`config.mk`:
```
export PLATFORM = sky130hd
export DESIGN_NAME = stack_controller
export DESIGN_NICKNAME = d
export VERILOG_FILES = /design/src/rtl/stacker_pkg.sv /design/src/rtl/block_overlap.sv /design/src/rtl/stack_controller.sv
export SDC_FILE = /design/constraint.sdc
export NUM_CORES = 1
export LEC_CHECK = 0
export BUFFER_PORTS_ARGS = -buffer_cell sky130_fd_sc_hd__buf_2
export CORE_MARGIN = 3
export CORE_UTILIZATION = 50
export CTS_BUF_LIST = sky130_fd_sc_hd__clkbuf_4 sky130_fd_sc_hd__clkbuf_8 sky130_fd_sc_hd__clkbuf_16
export DETAILED_ROUTE_END_ITERATION = 8
export HOLD_SLACK_MARGIN = 0.03
export MAX_ROUTING_LAYER = met4
export PLACE_DENSITY = 0.83
export RECOVER_POWER = 100
export SKIP_CTS_REPAIR_TIMING = 1
export SLEW_MARGIN = 15
export SYNTH_ARGS = -nofsm -noshare
export SYNTH_HDL_FRONTEND = slang
export SYNTH_SLANG_ARGS = --single-unit
export TNS_END_PERCENT = 20
```
`constraint.sdc`:
```
create_clock -name clk -period 4.55 [get_ports clk]
set_input_delay 0.2275 -clock clk [delete_from_list [all_inputs] [get_ports clk]]
set_output_delay 0.2275 -clock clk [all_outputs]
set_load 0.005 [all_outputs]
```
`src/rtl/stacker_pkg.sv`:
```
// Shared constants and types for the stacking game controller.
package stacker_pkg;

   localparam int CELL_W        = 4;
   localparam int SUM_W         = CELL_W + 1;

   localparam int COLS_DEF      = 16;
   localparam int ROWS_DEF      = 12;
   localparam int INIT_SIZE_DEF = 4;

   typedef enum logic [2:0] {
      ST_IDLE      = 3'd0,
      ST_MOVE      = 3'd1,
      ST_CHECK     = 3'd2,
      ST_PLACE     = 3'd3,
      ST_GAME_OVER = 3'd4,
      ST_WIN       = 3'd5
   } state_t;

   typedef enum logic {
      DIR_RIGHT = 1'b0,
      DIR_LEFT  = 1'b1
   } dir_t;

endpackage

```
`src/rtl/block_overlap.sv`:
```
// Overlap of two horizontal cell spans given as (x, size) pairs.
module block_overlap
   import stacker_pkg::*;
(
   input  logic [CELL_W-1:0] a_x,
   input  logic [CELL_W-1:0] a_size,
   input  logic [CELL_W-1:0] b_x,
   input  logic [CELL_W-1:0] b_size,
   output logic [CELL_W-1:0] lo,
   output logic [CELL_W-1:0] size,
   output logic              hit
);

   logic [SUM_W-1:0] a_end;
   logic [SUM_W-1:0] b_end;
   logic [SUM_W-1:0] hi;

   // Span ends need one extra bit: x + size can reach COLS.
   always_comb begin
      a_end = {1'b0, a_x} + {1'b0, a_size};
      b_end = {1'b0, b_x} + {1'b0, b_size};
      lo    = (a_x > b_x) ? a_x : b_x;
      hi    = (a_end < b_end) ? a_end : b_end;
      hit   = hi > {1'b0, lo};
      size  = hi[CELL_W-1:0] - lo;
   end

endmodule

```
`src/rtl/stack_controller.sv`:
```
// Stacking game controller: moving block, stop/trim against previous row.
//
// state        | meaning
// ST_IDLE      | after reset, waiting for start
// ST_MOVE      | block bounces on tick, waiting for stop edge
// ST_CHECK     | trim block against previous row (one cycle)
// ST_PLACE     | commit row, pulse place_valid (one cycle)
// ST_GAME_OVER | no overlap, waiting for start
// ST_WIN       | last row placed, waiting for start
module stack_controller
   import stacker_pkg::*;
#(
   parameter int COLS      = COLS_DEF,
   parameter int ROWS      = ROWS_DEF,
   parameter int INIT_SIZE = INIT_SIZE_DEF
) (
   input  logic              clk,
   input  logic              resetn,
   input  logic              start,
   input  logic              tick,
   input  logic              stop_btn,
   output logic [CELL_W-1:0] blk_x,
   output logic [CELL_W-1:0] blk_size,
   output logic [CELL_W-1:0] row,
   output logic              place_valid,
   output logic [CELL_W-1:0] placed_x,
   output logic [CELL_W-1:0] placed_size,
   output logic              game_over,
   output logic              win
);

   localparam logic [CELL_W-1:0] INIT_SZ  = CELL_W'(INIT_SIZE);
   localparam logic [CELL_W-1:0] LAST_ROW = CELL_W'(ROWS - 1);
   localparam logic [SUM_W-1:0]  COLS_W   = SUM_W'(COLS);

   state_t            state_q, state_d;
   dir_t              dir_q, dir_d;
   logic [CELL_W-1:0] row_q, row_d;
   logic [CELL_W-1:0] blk_x_q, blk_x_d;
   logic [CELL_W-1:0] blk_size_q, blk_size_d;
   logic [CELL_W-1:0] prev_x_q, prev_x_d;
   logic [CELL_W-1:0] prev_size_q, prev_size_d;
   logic [CELL_W-1:0] placed_x_q, placed_x_d;
   logic [CELL_W-1:0] placed_size_q, placed_size_d;
   logic              place_valid_q, place_valid_d;
   logic              game_over_q, game_over_d;
   logic              win_q, win_d;
   logic              stop_prev_q, stop_prev_d;

   logic              stop_edge;
   logic              full_width;
   logic [SUM_W-1:0]  blk_end;
   logic [CELL_W-1:0] ov_lo;
   logic [CELL_W-1:0] ov_size;
   logic              ov_hit;

   block_overlap u_overlap (
      .a_x    (blk_x_q),
      .a_size (blk_size_q),
      .b_x    (prev_x_q),
      .b_size (prev_size_q),
      .lo     (ov_lo),
      .size   (ov_size),
      .hit    (ov_hit)
   );

   // Next-state and datapath updates; everything holds unless a state acts.
   always_comb begin
      state_d       = state_q;
      dir_d         = dir_q;
      row_d         = row_q;
      blk_x_d       = blk_x_q;
      blk_size_d    = blk_size_q;
      prev_x_d      = prev_x_q;
      prev_size_d   = prev_size_q;
      placed_x_d    = placed_x_q;
      placed_size_d = placed_size_q;
      place_valid_d = 1'b0;
      game_over_d   = game_over_q;
      win_d         = win_q;
      stop_prev_d   = stop_btn;

      stop_edge  = stop_btn & ~stop_prev_q;
      blk_end    = {1'b0, blk_x_q} + {1'b0, blk_size_q};
      full_width = ({1'b0, blk_size_q} == COLS_W);

      case (state_q)
         ST_IDLE, ST_GAME_OVER, ST_WIN: begin
            if (start) begin
               row_d       = '0;
               blk_x_d     = '0;
               blk_size_d  = INIT_SZ;
               dir_d       = DIR_RIGHT;
               game_over_d = 1'b0;
               win_d       = 1'b0;
               state_d     = ST_MOVE;
            end
         end

         ST_MOVE: begin
            // A stop edge wins over a simultaneous tick so the block freezes where seen.
            if (stop_edge) begin
               state_d = ST_CHECK;
            end else if (tick && !full_width) begin
               if (dir_q == DIR_RIGHT) begin
                  if (blk_end == COLS_W) begin
                     dir_d   = DIR_LEFT;
                     blk_x_d = blk_x_q - CELL_W'(1);
                  end else begin
                     blk_x_d = blk_x_q + CELL_W'(1);
                  end
               end else begin
                  if (blk_x_q == '0) begin
                     dir_d   = DIR_RIGHT;
                     blk_x_d = blk_x_q + CELL_W'(1);
                  end else begin
                     blk_x_d = blk_x_q - CELL_W'(1);
                  end
               end
            end
         end

         ST_CHECK: begin
            if (row_q == '0) begin
               placed_x_d    = blk_x_q;
               placed_size_d = blk_size_q;
               place_valid_d = 1'b1;
               state_d       = ST_PLACE;
            end else if (ov_hit) begin
               blk_x_d       = ov_lo;
               blk_size_d    = ov_size;
               placed_x_d    = ov_lo;
               placed_size_d = ov_size;
               place_valid_d = 1'b1;
               state_d       = ST_PLACE;
            end else begin
               game_over_d = 1'b1;
               state_d     = ST_GAME_OVER;
            end
         end

         ST_PLACE: begin
            prev_x_d    = blk_x_q;
            prev_size_d = blk_size_q;
            if (row_q == LAST_ROW) begin
               win_d   = 1'b1;
               state_d = ST_WIN;
            end else begin
               row_d   = row_q + CELL_W'(1);
               blk_x_d = '0;
               dir_d   = DIR_RIGHT;
               state_d = ST_MOVE;
            end
         end

         default: state_d = ST_IDLE;
      endcase
   end

   // State and datapath registers with asynchronous clear.
   always_ff @(posedge clk or negedge resetn) begin
      if (!resetn) begin
         state_q       <= ST_IDLE;
         dir_q         <= DIR_RIGHT;
         row_q         <= '0;
         blk_x_q       <= '0;
         blk_size_q    <= INIT_SZ;
         prev_x_q      <= '0;
         prev_size_q   <= '0;
         placed_x_q    <= '0;
         placed_size_q <= '0;
         place_valid_q <= 1'b0;
         game_over_q   <= 1'b0;
         win_q         <= 1'b0;
         stop_prev_q   <= 1'b0;
      end else begin
         state_q       <= state_d;
         dir_q         <= dir_d;
         row_q         <= row_d;
         blk_x_q       <= blk_x_d;
         blk_size_q    <= blk_size_d;
         prev_x_q      <= prev_x_d;
         prev_size_q   <= prev_size_d;
         placed_x_q    <= placed_x_d;
         placed_size_q <= placed_size_d;
         place_valid_q <= place_valid_d;
         game_over_q   <= game_over_d;
         win_q         <= win_d;
         stop_prev_q   <= stop_prev_d;
      end
   end

   assign blk_x       = blk_x_q;
   assign blk_size    = blk_size_q;
   assign row         = row_q;
   assign place_valid = place_valid_q;
   assign placed_x    = placed_x_q;
   assign placed_size = placed_size_q;
   assign game_over   = game_over_q;
   assign win         = win_q;

endmodule

```
==> flow_metrics.py <==
metrics = {
    "min_path": {
        "worst_hold_path_type": "in2reg",
        "min_from": "stop_btn",
    },
    "sta": {
        "setup_violations": 0,
        "fmax_mhz": 229,
        "clock_skew_ns": 0.0104,
        "period_minus_slack_ns": 4.36,
        "slew_viol_final": 37,
        "finalCritPeriodShare_pct": 95.9,
        "hold_viol": 0,
        "relSlewSlack_pct": -30.9,
        "tightest_slew_ns": 1.96,
    },
    "floorplan": {
        "dieHeight_um": 78.6,
        "rows": 25,
        "initial_utilization_pct": 53.6,
        "die_width_um": 78.6,
        "coreArea_um2": 4910,
        "dieArea_um2": 6170,
        "io_pins": 28,
    },
    "synthesis": {
        "syn_area_um2": 2630,
        "async_reset_ff_share_pct": 100,
        "synth.avg_cell_area_um2": 9.58,
        "ys_dominant_reg_cell": "dfrtp_1",
        "ys_types": 60,
        "synth_edf_count": 0,
        "yosys_warnings": 0,
        "syn_inst": 275,
        "synth_nets": 307,
        "ys_ff_latch": 36,
        "ys_seq_area_share_pct": 34.3,
    },
    "place": {
        "dp_hpwl_mm": 4.92,
        "place_inst": 370,
        "globalplace.congestion": 0.919,
        "place_area_um2": 2870,
        "portBuffers": 27,
    },
    "finish": {
        "fill_cells": 447,
        "area_delta_synth_final_pct": 13.2,
        "regArea_um2": 902,
        "fin_area_um2": 2980,
        "multi_input_area_um2": 1650,
        "antenna_cells": 0,
        "drive_gt1_share_pct": 14.7,
        "final_cells": 379,
        "final_nets": 343,
    },
    "critical_path": {
        "crit_required_ns": 4.71,
        "cp.arrival_ns": 4.53,
        "crit_end": "dir_q",
        "worst-path-stages": 17,
        "cpLargestDelayFamily": "compound AO/OA/AOI/OAI gates",
        "cp-startpoint": "blk_size[0]",
        "r2r_cells": 17,
        "path_max_fanout": 7,
        "critical_path_buf_inv_count": 2,
        "crit_path_cell_trace": "ha_1, fa_1, xor2_2, ha_1, nand2_1, o21ai_0, a21oi_1, buf_4, a21o_1, ha_1, nor2b_1, o31a_1, o21a_1, a211oi_4, buf_4, or2_1, o32ai_1",
        "rr_endpoint": "dir_q",
        "reg2reg_from": "blk_size[0]",
        "end_kind": "register",
        "cpMostUsedCell": "ha_1",
        "start_kind": "register",
        "r2r_setup_slack_ns": 0.19,
        "slowest_delay_ns": 0.49,
        "critical_path_class": "reg2reg",
        "cpMaxStageDelayCell": "dfrtp_1",
    },
    "global_route": {
        "grt_util_all_layers_pct": 23.2,
        "antenna_found_initial": 0,
        "grt_start_max_net_pins": 37,
        "grt_pass1_wl_mm": 11.0,
        "overflow": 0,
        "grt_pass1_vias": 2297,
    },
    "outcome": {
        "outcome": "complete, but fails checks",
        "violations": "capacitance limit, slew limit",
    },
    "cts": {
        "clk_pin_slew_ns": 0.07,
        "cts_made_buffers": 5,
        "clk_latency_ns": 0.29,
        "h-tree-depth": 2,
        "ctsRootBufferMaster": "clkbuf_8",
        "cts_tree": "built",
        "cts_buffer_depth": 2,
        "cts.sinks": 36,
    },
    "route": {
        "post_drt_wl_per_cell_um": 17.3,
        "via_per_inst": 6.11,
        "postRouteAntennaNets": 0,
        "vias": 2314,
        "drt_first_iter_violations": 252,
        "drt_pass1_iterations": 4,
        "route.detailed.drc": 0,
        "wl_mm": 6.57,
    },
    "job": {
        "drv_cap": 1,
    },
}
==> routing by layer <==
| layer | vias to the layer above | global-route usage (%) | part of all wire (%) |
|---|---|---|---|
| li1 | 1086 | - | - |
| met1 | 1127 | 28.9 | 42 |
| met2 | 88 | 37.4 | 49 |
| met3 | 13 | 4.59 | 6.3 |
| met4 | 0 | 8.74 | 2.1 |
| met5 | - | - | 0 |
==> how the worst min path moves through the flow <==
stage	cells after the start	to	slack (ns)
5_1_grt	1	stop_prev_q	0.07
2_1_floorplan	0	blk_size[0]	-0.07
6_report	1	stop_prev_q	0.07
3_3_place_gp	1	stop_prev_q	0.35
4_1_cts	1	win	0.05
3_5_place_dp	1	win	0.36
==> metrics by stage <==
stage / utilization [%] / setup slack (ns) / hold slack (ns) / setup TNS [ns]
after floorplan: - / 0.290 / -0.0681 / 0
after global placement: 58.4 / 0.296 / 0.355 / 0
after detailed placement: 58.4 / 0.134 / 0.356 / 0
after CTS: 60.7 / 0.123 / 0.0489 / 0
after global routing: 60.7 / -0.0278 / 0.0697 / -0.0471
final: 60.7 / 0.185 / 0.0657 / 0
==> cell families after synthesis <==
group / share of synthesized area (%)
AND/OR/NAND/NOR: 13.9
XOR/XNOR: 2.00
flip-flops: 34.3
AO/OA/AOI/OAI: 22.6
multiplexers: 9.69
buffers and inverters: 3.89
adder cells (fa/ha/maj): 13.7
==> cell usage after synthesis (all sizes together), types with 2 or more instances <==
cell / n / area share [%]
mux2: 17 / 7.4
or3: 2 / 0.47
or2: 2 / 0.47
a221oi: 2 / 0.67
a21oi: 17 / 3.4
o21a: 2 / 0.57
o21ai: 23 / 4.4
o22ai: 4 / 1.2
nor3: 6 / 1.1
ha: 24 / 11
nor2: 17 / 2.4
nand2: 27 / 3.8
a21o: 6 / 1.7
nand2b: 5 / 1.2
o31ai: 6 / 1.7
o41ai: 2 / 0.67
clkbuf: 2 / 0.29
buf: 5 / 1.3
nor2b: 3 / 0.71
mux2i: 6 / 2.3
a221o: 2 / 0.76
a211o: 2 / 0.67
inv: 16 / 2.3
nand4: 2 / 0.47
xnor2: 2 / 0.67
fa: 3 / 2.3
a31oi: 2 / 1.3
nand3: 6 / 1.1
a211oi: 5 / 1.6
xor2: 4 / 1.3
dfrtp: 35 / 33
==> cell usage in the layout, fill, tap and decap left out, drive strengths merged, types with 3 or more instances in the layout <==
master / instances
nor2b: 3
a21o: 6
nor2: 17
mux2: 17
nand2: 27
clkbuf: 19
o21ai: 23
mux2i: 6
buf: 22
dfrtp: 35
nand2b: 5
a211oi: 5
o31ai: 6
xor2: 4
fa: 3
nand3: 6
nor3: 6
ha: 24
o22ai: 4
inv: 16
a21oi: 17
==> sequential cells by signal, indices dropped and copies added, names as in the netlist <==
name         count
dir_q            1
prev_x_q         4
state_q          3
placed_size      4
blk_size         4
prev_size_q      4
row              4
blk_x            4
win              1
placed_x         4
game_over        1
stop_prev_q      1
place_valid      1
==> layout make-up <==
cell class              count  share of cell area (%)
clock inverters             3                    1.43
clock buffers               5                    2.31
flip-flops and latches     36                    30.3
multi-input cells         216                    55.3
well taps                  67                    2.81
inverters                  16                    2.02
repair buffers             36                    5.84
Power is not shown: default switching activity piles up to over one toggle a cycle in this logic, so the estimate is an artifact.
